$ cat src/rtl/field_arith_defs.sv
// field_arith_defs: prime-field constants shared by the prover datapath (Mersenne-61 field).
package field_arith_defs;
  localparam int F_NBITS = 61;
  localparam logic [F_NBITS-1:0] F_Q = {F_NBITS{1'b1}};
endpackage

$ cat src/rtl/prover_round_ctrl_pkg.sv
// prover_round_ctrl_pkg: state encoding and call-count helper for the sumcheck round controllers.
package prover_round_ctrl_pkg;
  typedef enum logic [2:0] {ST_IDLE, ST_ISSUE, ST_WAIT, ST_EMIT, ST_TAU, ST_PREP} state_t;
  function automatic int total_calls(input int ninbits);
    return 2 * ninbits + 1;
  endfunction
endpackage

$ cat src/rtl/field_one_minus.sv
// field_one_minus: combinational (1 - x) mod F_Q for a reduced operand x < F_Q.
module field_one_minus
  import field_arith_defs::*;
(
  input  logic [F_NBITS-1:0] x,
  output logic [F_NBITS-1:0] y
);
  logic [F_NBITS:0] t;
  // One extra bit so F_Q + 1 - x never wraps before truncation.
  always_comb begin
    t = (x <= F_NBITS'(1)) ? (F_NBITS+1)'(1) - {1'b0, x}
                           : {1'b0, F_Q} + (F_NBITS+1)'(1) - {1'b0, x};
    y = F_NBITS'(t);
  end
endmodule

$ cat src/rtl/prover_v_late_round_ctrl.sv
// prover_v_late_round_ctrl: sequences the 2*ninbits+1 calls of prover_compute_v_late,
// streaming per-round coefficients out and folding verifier challenges back in.
module prover_v_late_round_ctrl
  import field_arith_defs::*, prover_round_ctrl_pkg::*;
#(
  parameter int ninbits  = 3,
  parameter int nrndbits = $clog2(2 * ninbits + 1)
) (
  input  logic                   clk,
  input  logic                   rst,
  input  logic                   start,
  output logic                   busy,
  output logic                   done,
  output logic                   err,
  output logic                   vl_en,
  output logic                   vl_restart,
  output logic [F_NBITS-1:0]     vl_tau,
  output logic [F_NBITS-1:0]     vl_m_tau_p1,
  input  logic                   vl_ready,
  input  logic [3*F_NBITS-1:0]   vl_c,
  input  logic [F_NBITS-1:0]     vl_h0,
  input  logic [F_NBITS-1:0]     vl_h1,
  output logic                   coef_valid,
  input  logic                   coef_ready,
  output logic [3*F_NBITS-1:0]   coef_out,
  output logic [nrndbits-1:0]    coef_rnd,
  input  logic                   tau_valid,
  output logic                   tau_ready,
  input  logic [F_NBITS-1:0]     tau_in,
  output logic [F_NBITS-1:0]     h0_out,
  output logic [F_NBITS-1:0]     h1_out
);
  localparam logic [nrndbits-1:0] last_rnd = nrndbits'(total_calls(ninbits) - 1);
  if (nrndbits != $clog2(total_calls(ninbits))) begin : g_bad_nrndbits
    $error("nrndbits is derived from ninbits and must not be overridden");
  end
  state_t               state;
  logic                 skip;
  logic [nrndbits-1:0]  rnd;
  logic [F_NBITS-1:0]   tau_lat;
  logic [F_NBITS-1:0]   m_next;
  field_one_minus u_one_minus (.x(tau_lat), .y(m_next));
  // The call is issued in the very cycle v_late reports ready.
  assign vl_en      = (state == ST_ISSUE) && vl_ready;
  assign vl_restart = vl_en && (rnd == '0);
  always_ff @(posedge clk or posedge rst) begin
    if (rst) begin
      state       <= ST_IDLE;
      skip        <= 1'b0;
      rnd         <= '0;
      tau_lat     <= '0;
      busy        <= 1'b0;
      done        <= 1'b0;
      err         <= 1'b0;
      vl_tau      <= '0;
      vl_m_tau_p1 <= '0;
      coef_valid  <= 1'b0;
      coef_out    <= '0;
      coef_rnd    <= '0;
      tau_ready   <= 1'b0;
      h0_out      <= '0;
      h1_out      <= '0;
    end else begin
      done <= 1'b0;
      err  <= 1'b0;
      case (state)
        ST_IDLE: if (start && !done) begin
          state       <= ST_ISSUE;
          busy        <= 1'b1;
          rnd         <= '0;
          vl_tau      <= '0;
          vl_m_tau_p1 <= F_NBITS'(1);
        end
        ST_ISSUE: if (vl_ready) begin
          state <= ST_WAIT;
          skip  <= 1'b1;
        end
        // v_late's ready is still stale in the first WAIT cycle.
        ST_WAIT: if (skip) skip <= 1'b0;
        else if (vl_ready) begin
          if (rnd == last_rnd) begin
            h0_out <= vl_h0;
            h1_out <= vl_h1;
            done   <= 1'b1;
            busy   <= 1'b0;
            state  <= ST_IDLE;
          end else begin
            coef_out   <= vl_c;
            coef_rnd   <= rnd;
            coef_valid <= 1'b1;
            state      <= ST_EMIT;
          end
        end
        ST_EMIT: if (coef_ready) begin
          coef_valid <= 1'b0;
          tau_ready  <= 1'b1;
          state      <= ST_TAU;
        end
        ST_TAU: if (tau_valid) begin
          tau_ready <= 1'b0;
          if (tau_in < F_Q) begin
            tau_lat <= tau_in;
            state   <= ST_PREP;
          end else begin
            err   <= 1'b1;
            busy  <= 1'b0;
            state <= ST_IDLE;
          end
        end
        ST_PREP: begin
          vl_tau      <= tau_lat;
          vl_m_tau_p1 <= m_next;
          rnd         <= rnd + nrndbits'(1);
          state       <= ST_ISSUE;
        end
        default: state <= ST_IDLE;
      endcase
    end
  end
endmodule

$ cat config.mk
export PLATFORM = sky130hd
export DESIGN_NAME = prover_v_late_round_ctrl
export DESIGN_NICKNAME = d
export VERILOG_FILES = /design/src/rtl/field_arith_defs.sv /design/src/rtl/prover_round_ctrl_pkg.sv /design/src/rtl/field_one_minus.sv /design/src/rtl/prover_v_late_round_ctrl.sv
export SDC_FILE = /design/constraint.sdc
export NUM_CORES = 1
export LEC_CHECK = 0
export CORE_AREA = 4 4 309 311
export CTS_BUF_LIST = sky130_fd_sc_hd__clkbuf_8 sky130_fd_sc_hd__clkbuf_16
export CTS_CLUSTER_DIAMETER = 200
export DETAILED_ROUTE_END_ITERATION = 16
export DIE_AREA = 0 0 313 315
export PLACE_DENSITY = 0.55
export SYNTH_ARGS = -nofsm -noshare
export SYNTH_HDL_FRONTEND = slang
export SYNTH_SLANG_ARGS = --single-unit
$ cat constraint.sdc
create_clock -name clk -period 28.8 [get_ports clk]
set_clock_uncertainty 0.2 [all_clocks]
set_input_delay 5.76 -clock clk [delete_from_list [all_inputs] [get_ports clk]]
set_output_delay 5.76 -clock clk [all_outputs]
set_load 0.05 [all_outputs]
## Yosys cells after proc, flatten, opt, wreduce, memory -nomap -nowiden

Cells that the tools add are included.

- Flip-flop bits (word level): 503
- Logic and storage cells: 97

- Add/sub/neg operators: 3
- Eq/ne operators: 15
- Multiplexer cells: 40
- $lt $le $gt $ge: 2
- Bitwise operators: 2
- Reductions and logical operators: 20

Operator list:

| operator | count |
|---|---|
| $pmux W61 S2 | 2 |
| $mux W61 | 3 |
| $sub A1 B61 Y61 const A | 2 |
| $le A61 B1 Y1 const B | 1 |
| $lt A61 B61 Y1 const B | 1 |
| $mux W3 | 8 |
| $mux W1 | 20 |
| $ne A2 B2 Y1 const B | 9 |
| $pmux W3 S6 | 1 |
| $eq A3 B3 Y1 const B | 3 |
| $reduce_and A4 Y1 | 2 |
| $reduce_bool A2 Y1 | 4 |
| $reduce_and A7 Y1 | 1 |
| $eq A3 B2 Y1 const B | 2 |
| $logic_not A3 Y1 | 2 |
| $pmux W1 S2 | 3 |
| $pmux W3 S2 | 1 |
| $reduce_and A3 Y1 | 2 |
| $reduce_and A6 Y1 | 1 |
| $reduce_and A5 Y1 | 1 |
| $reduce_and A2 Y1 | 2 |
| $add A3 B1 Y3 const B | 1 |
| $eq A3 B1 Y1 const B | 1 |
| $logic_and A1 B1 Y1 | 3 |
| other kinds (5) | 6 |

## Depth between registers and ports, before layout

- Depth in word-level cells: 5
- Depth in mapped cells: 9

## By module

From an unflattened synthesis, not the netlist that was laid out.

- Cell total of the unflattened synthesis: 1442
- Area, all modules: 20797.4 sq um

By module, submodules not included:

| module | cells an instance | times used | area an instance (sq um) | seq. area each (sq um) |
|---|---|---|---|---|
| prover_v_late_round_ctrl | 1153 | 1 | 18950.7 | 12587.1 |
| field_one_minus | 289 | 1 | 1846.8 | 0.0 |

## Least setup slack after synthesis

No wires, ideal clock.

- Path kind: input to output
- Start: input vl_ready
- End: output vl_restart
- Required time: 22840 ps
- Arrival time: 7149 ps
- Slack: 15691 ps
- Stages: 3
- Path buffers: 0
- Cell sequence: nor2b_1 > nand2_1 > nor3b_1

- Cells in the longest elaborated chain, start to end: 2

RTL lines:

| element | RTL line | text |
|---|---|---|
| start, declared | prover_v_late_round_ctrl.sv:19 | `input logic vl_ready,` |
| $logic_and A1 B1 Y1 | prover_v_late_round_ctrl.sv:44 | `assign vl_en = (state == ST_ISSUE) && vl_ready;` |
| $logic_and A1 B1 Y1 | prover_v_late_round_ctrl.sv:45 | `assign vl_restart = vl_en && (rnd == '0);` |
| end, declared | prover_v_late_round_ctrl.sv:16 | `output logic vl_restart,` |

No other way between the ends.

## Worst setup path after layout

Ends and elaborated chain as after synthesis.

==> metrics.txt <==
number of global-route vias before repair ~17000; critical path depth 5; Area after DPL 0.0299 mm2; crit-path max cell delay ~0.86 ns; RSZ-0062 raised after global routing false; Initial DRT Pass Iterations 5; largest net degree at the start of global routing 108; cell count after synthesis around 1500; Clk pwr share between 20% and 30%; DPL Wire Length about 62000 um; crit-path most repeated cell clkdlybuf4s50_1; reg2reg setup slack 24.65 ns; Top Family by Delay on Critical Path buffers and inverters; row count about 110; Comb pwr share 47.9%; vias around 16000; TritonCTS clock tree built; max cap viols 0; fraction of registers with async set/reset 100%; PwrDens ~120 mW/mm2; final setup violation count 0; r2r endpoint vl_m_tau_p1[0]$_DFFE_PP0P_; final core occ about a third; worst hold path type reg -> reg; htree depth 2; footprint of the multi-input gates 0.00746 mm2; Area Overhead vs Synth 56.3%; post-synth top area share approximately three fifths; NumNets Final approximately 2600; Post-synth EDFFs 0; Via density 4.37; mapped cell area 0.0204 mm2; final hold violation count 0; Worst setup endpoint vl_restart; Synth warnings 0; Initial Util 22.0%; Routed Antenna Nets 0; Setup crit start vl_ready; post-cts gate resize count 0; GR Util All Layers between 10% and 20%; core area approximately 0.09 mm2; Setup Fix Bufs, Post-CTS 0; Worst Setup Start Kind primary input; f_max roughly 73 MHz; Critical Path AT around 7.7 ns; Syn Area/Cell 14.0 um2; CP Class in -> out; final worst slack 15.12 ns; critical path's slowest cell clkdlybuf4s50_1; crit-path cells clkdlybuf4s50_1, nor2b_1, nand2_1, nor3b_1, clkdlybuf4s50_1; cts hold-fix bufs 0; Final Non-Filler Cells around 3600; clk buf depth 3; power after layout 3.74 mW; Crit path required time between 20 and 25 ns; VDD IR-drop max between 40 and 50 uV; Die ar. between 0.09 and 0.1 mm2; clock root buffer clkbuf_16; NetSw 1.68 mW; Synth area leaders dfrtp_1, mux2_2, a22o_1; IO Port Bufs approximately 800; initial antenna violation count 15; FF+latch count, synth approximately 500; hold_ws around 0.28 ns; final wirelength 81400 um; Worst-Skew Late Latency ~0.62 ns; 1st-iter DRT viols a little under 1000; Die Height 315 um; top_reg_cell synth dfrtp_1; number of remaining DRC errors 0; Unique masters post-synth 59; die width ~310 um; Reg2Reg Depth 6; Storage cell area roughly 0.013 mm2; final critical-path required period ~14 ns; first-pass GRT wire length roughly 120000 um; Avg WL per Cell roughly 23 um; reg-to-reg startpoint tau_lat[14]$_DFFE_PP0P_; peak fanout along the critical path 3; pre-CTS setup slack 15.08 ns; internal power just over 2 mW; commonest non-fill, non-tap cell in the layout clkdlybuf4s50_1; clk slew on worst S/H paths 0.06 ns; Top Ports between 800 and 900; CTS Buf Count 58; crit end category output port; worst path bufs/invs 2; status finished, final reports clean; Post-Syn Nets 1833; commonest non-fill, non-tap cells in the layout clkdlybuf4s50_1, dfrtp_1, mux2_2; Sw Ratio a little under half; placed cell count around 3400; Seq/Total Area, Yosys between 60% and 70%; fin crit share 47.5%; filler instances a little over 9000; CTS Sinks roughly 500; slew margin rel. about a fifth; register share of total power around 31%; RD Place Congestion about 0.85; Leak Pwr approximately 13 nW; total global routing overflow 0; post-synth top area cell dfrtp_1; final setup TNS 0 ns; slew of the pin with the lowest slew margin roughly 1.2 ns; post-route design area 0.0319 mm2; layout cells sized above 1 between 20% and 30%; Pins Over Slew Limit 0
## how the worst min path moves through the flow
stage                          startpoint                    endpoint  slack (ns)  cells past startpoint
2_1_floorplan            skip$_DFFE_PP0P_            skip$_DFFE_PP0P_        0.25                      2
3_3_place_gp   vl_m_tau_p1[7]$_DFFE_PP0P_  vl_m_tau_p1[7]$_DFFE_PP0P_        0.27                      2
3_5_place_dp   vl_m_tau_p1[9]$_DFFE_PP0P_  vl_m_tau_p1[9]$_DFFE_PP0P_        0.28                      2
4_1_cts        vl_m_tau_p1[9]$_DFFE_PP0P_  vl_m_tau_p1[9]$_DFFE_PP0P_        0.29                      2
5_1_grt          coef_out[83]$_DFFE_PP0P_    coef_out[83]$_DFFE_PP0P_        0.31                      1
6_report       vl_m_tau_p1[9]$_DFFE_PP0P_  vl_m_tau_p1[9]$_DFFE_PP0P_        0.28                      2
## worst register-to-register path: cells and delay by family, from the launching register on
family | cells | cell delay, ns
AND/OR/NAND/NOR | 4 | 2.59
AO/OA/AOI/OAI | 1 | 0.13
XOR/XNOR | 1 | 0.63
flip-flops | 1 | 0.46
## synth_stat cells (all sizes together) (2+ instances only)
| cell type | n |
|---|---|
| a211oi | 3 |
| a21oi | 20 |
| a221o | 17 |
| a22o | 66 |
| a2bb2oi | 2 |
| and2 | 2 |
| buf | 26 |
| clkbuf | 61 |
| dfrtp | 503 |
| ha | 5 |
| inv | 8 |
| mux2 | 369 |
| mux2i | 2 |
| nand2 | 78 |
| nand2b | 4 |
| nand3 | 20 |
| nand3b | 2 |
| nand4 | 26 |
| nand4b | 3 |
| nor2 | 33 |
| nor2b | 7 |
| nor3 | 25 |
| nor3b | 2 |
| nor4 | 31 |
| nor4b | 5 |
| o21ai | 43 |
| or2 | 2 |
| or3 | 9 |
| or4 | 8 |
| xnor2 | 22 |
| xor2 | 38 |
## registers in the layout, indices dropped and copies added, names as in the netlist
register     flops
coef_out       183
h0_out          61
h1_out          61
tau_lat         61
vl_m_tau_p1     61
vl_tau          61
coef_rnd         3
rnd              3
state            3
busy             1
coef_valid       1
done             1
err              1
skip             1
tau_ready        1
## power groups by stage
stage               combinational, mW  clock [mW]  sequential [mW]
floorplan                       0.436           0             1.83
global placement                 1.80           0             1.17
detailed placement               1.80           0             1.18
CTS                              1.81       0.804             1.17
global route                     1.87       0.831             1.21
finish                           1.79       0.776             1.17
## logic make-up after synthesis
logic type / count (synthesis) / synth area share, %
compound gates: 163 / 5.94
buf+inv: 95 / 1.97
simple gates: 259 / 7.10
mux: 371 / 20.5
flops: 503 / 61.7
xor+xnor: 60 / 2.57
fa+ha+maj: 5 / 0.306
## routing by layer
| metal | wire length, um | GRT usage [%] |
|---|---|---|
| met3 | 7200 | 5.57 |
| met5 | 76 | 0 |
| met4 | 2970 | 6.58 |
| met2 | 38000 | 24.9 |
| met1 | 33200 | 19.6 |
## cell type report
cell class	count	share of cell area, %
tap	1254	4.92
multi-input combinational	858	23.4
clock inverter	36	1.20
clock buffer	70	5.10
inverter	8	0.118
antenna	10	0.0784
timing repair buffer	825	25.8
sequential	503	39.4
No activity file was read; power rests on OpenSTA's default activity.
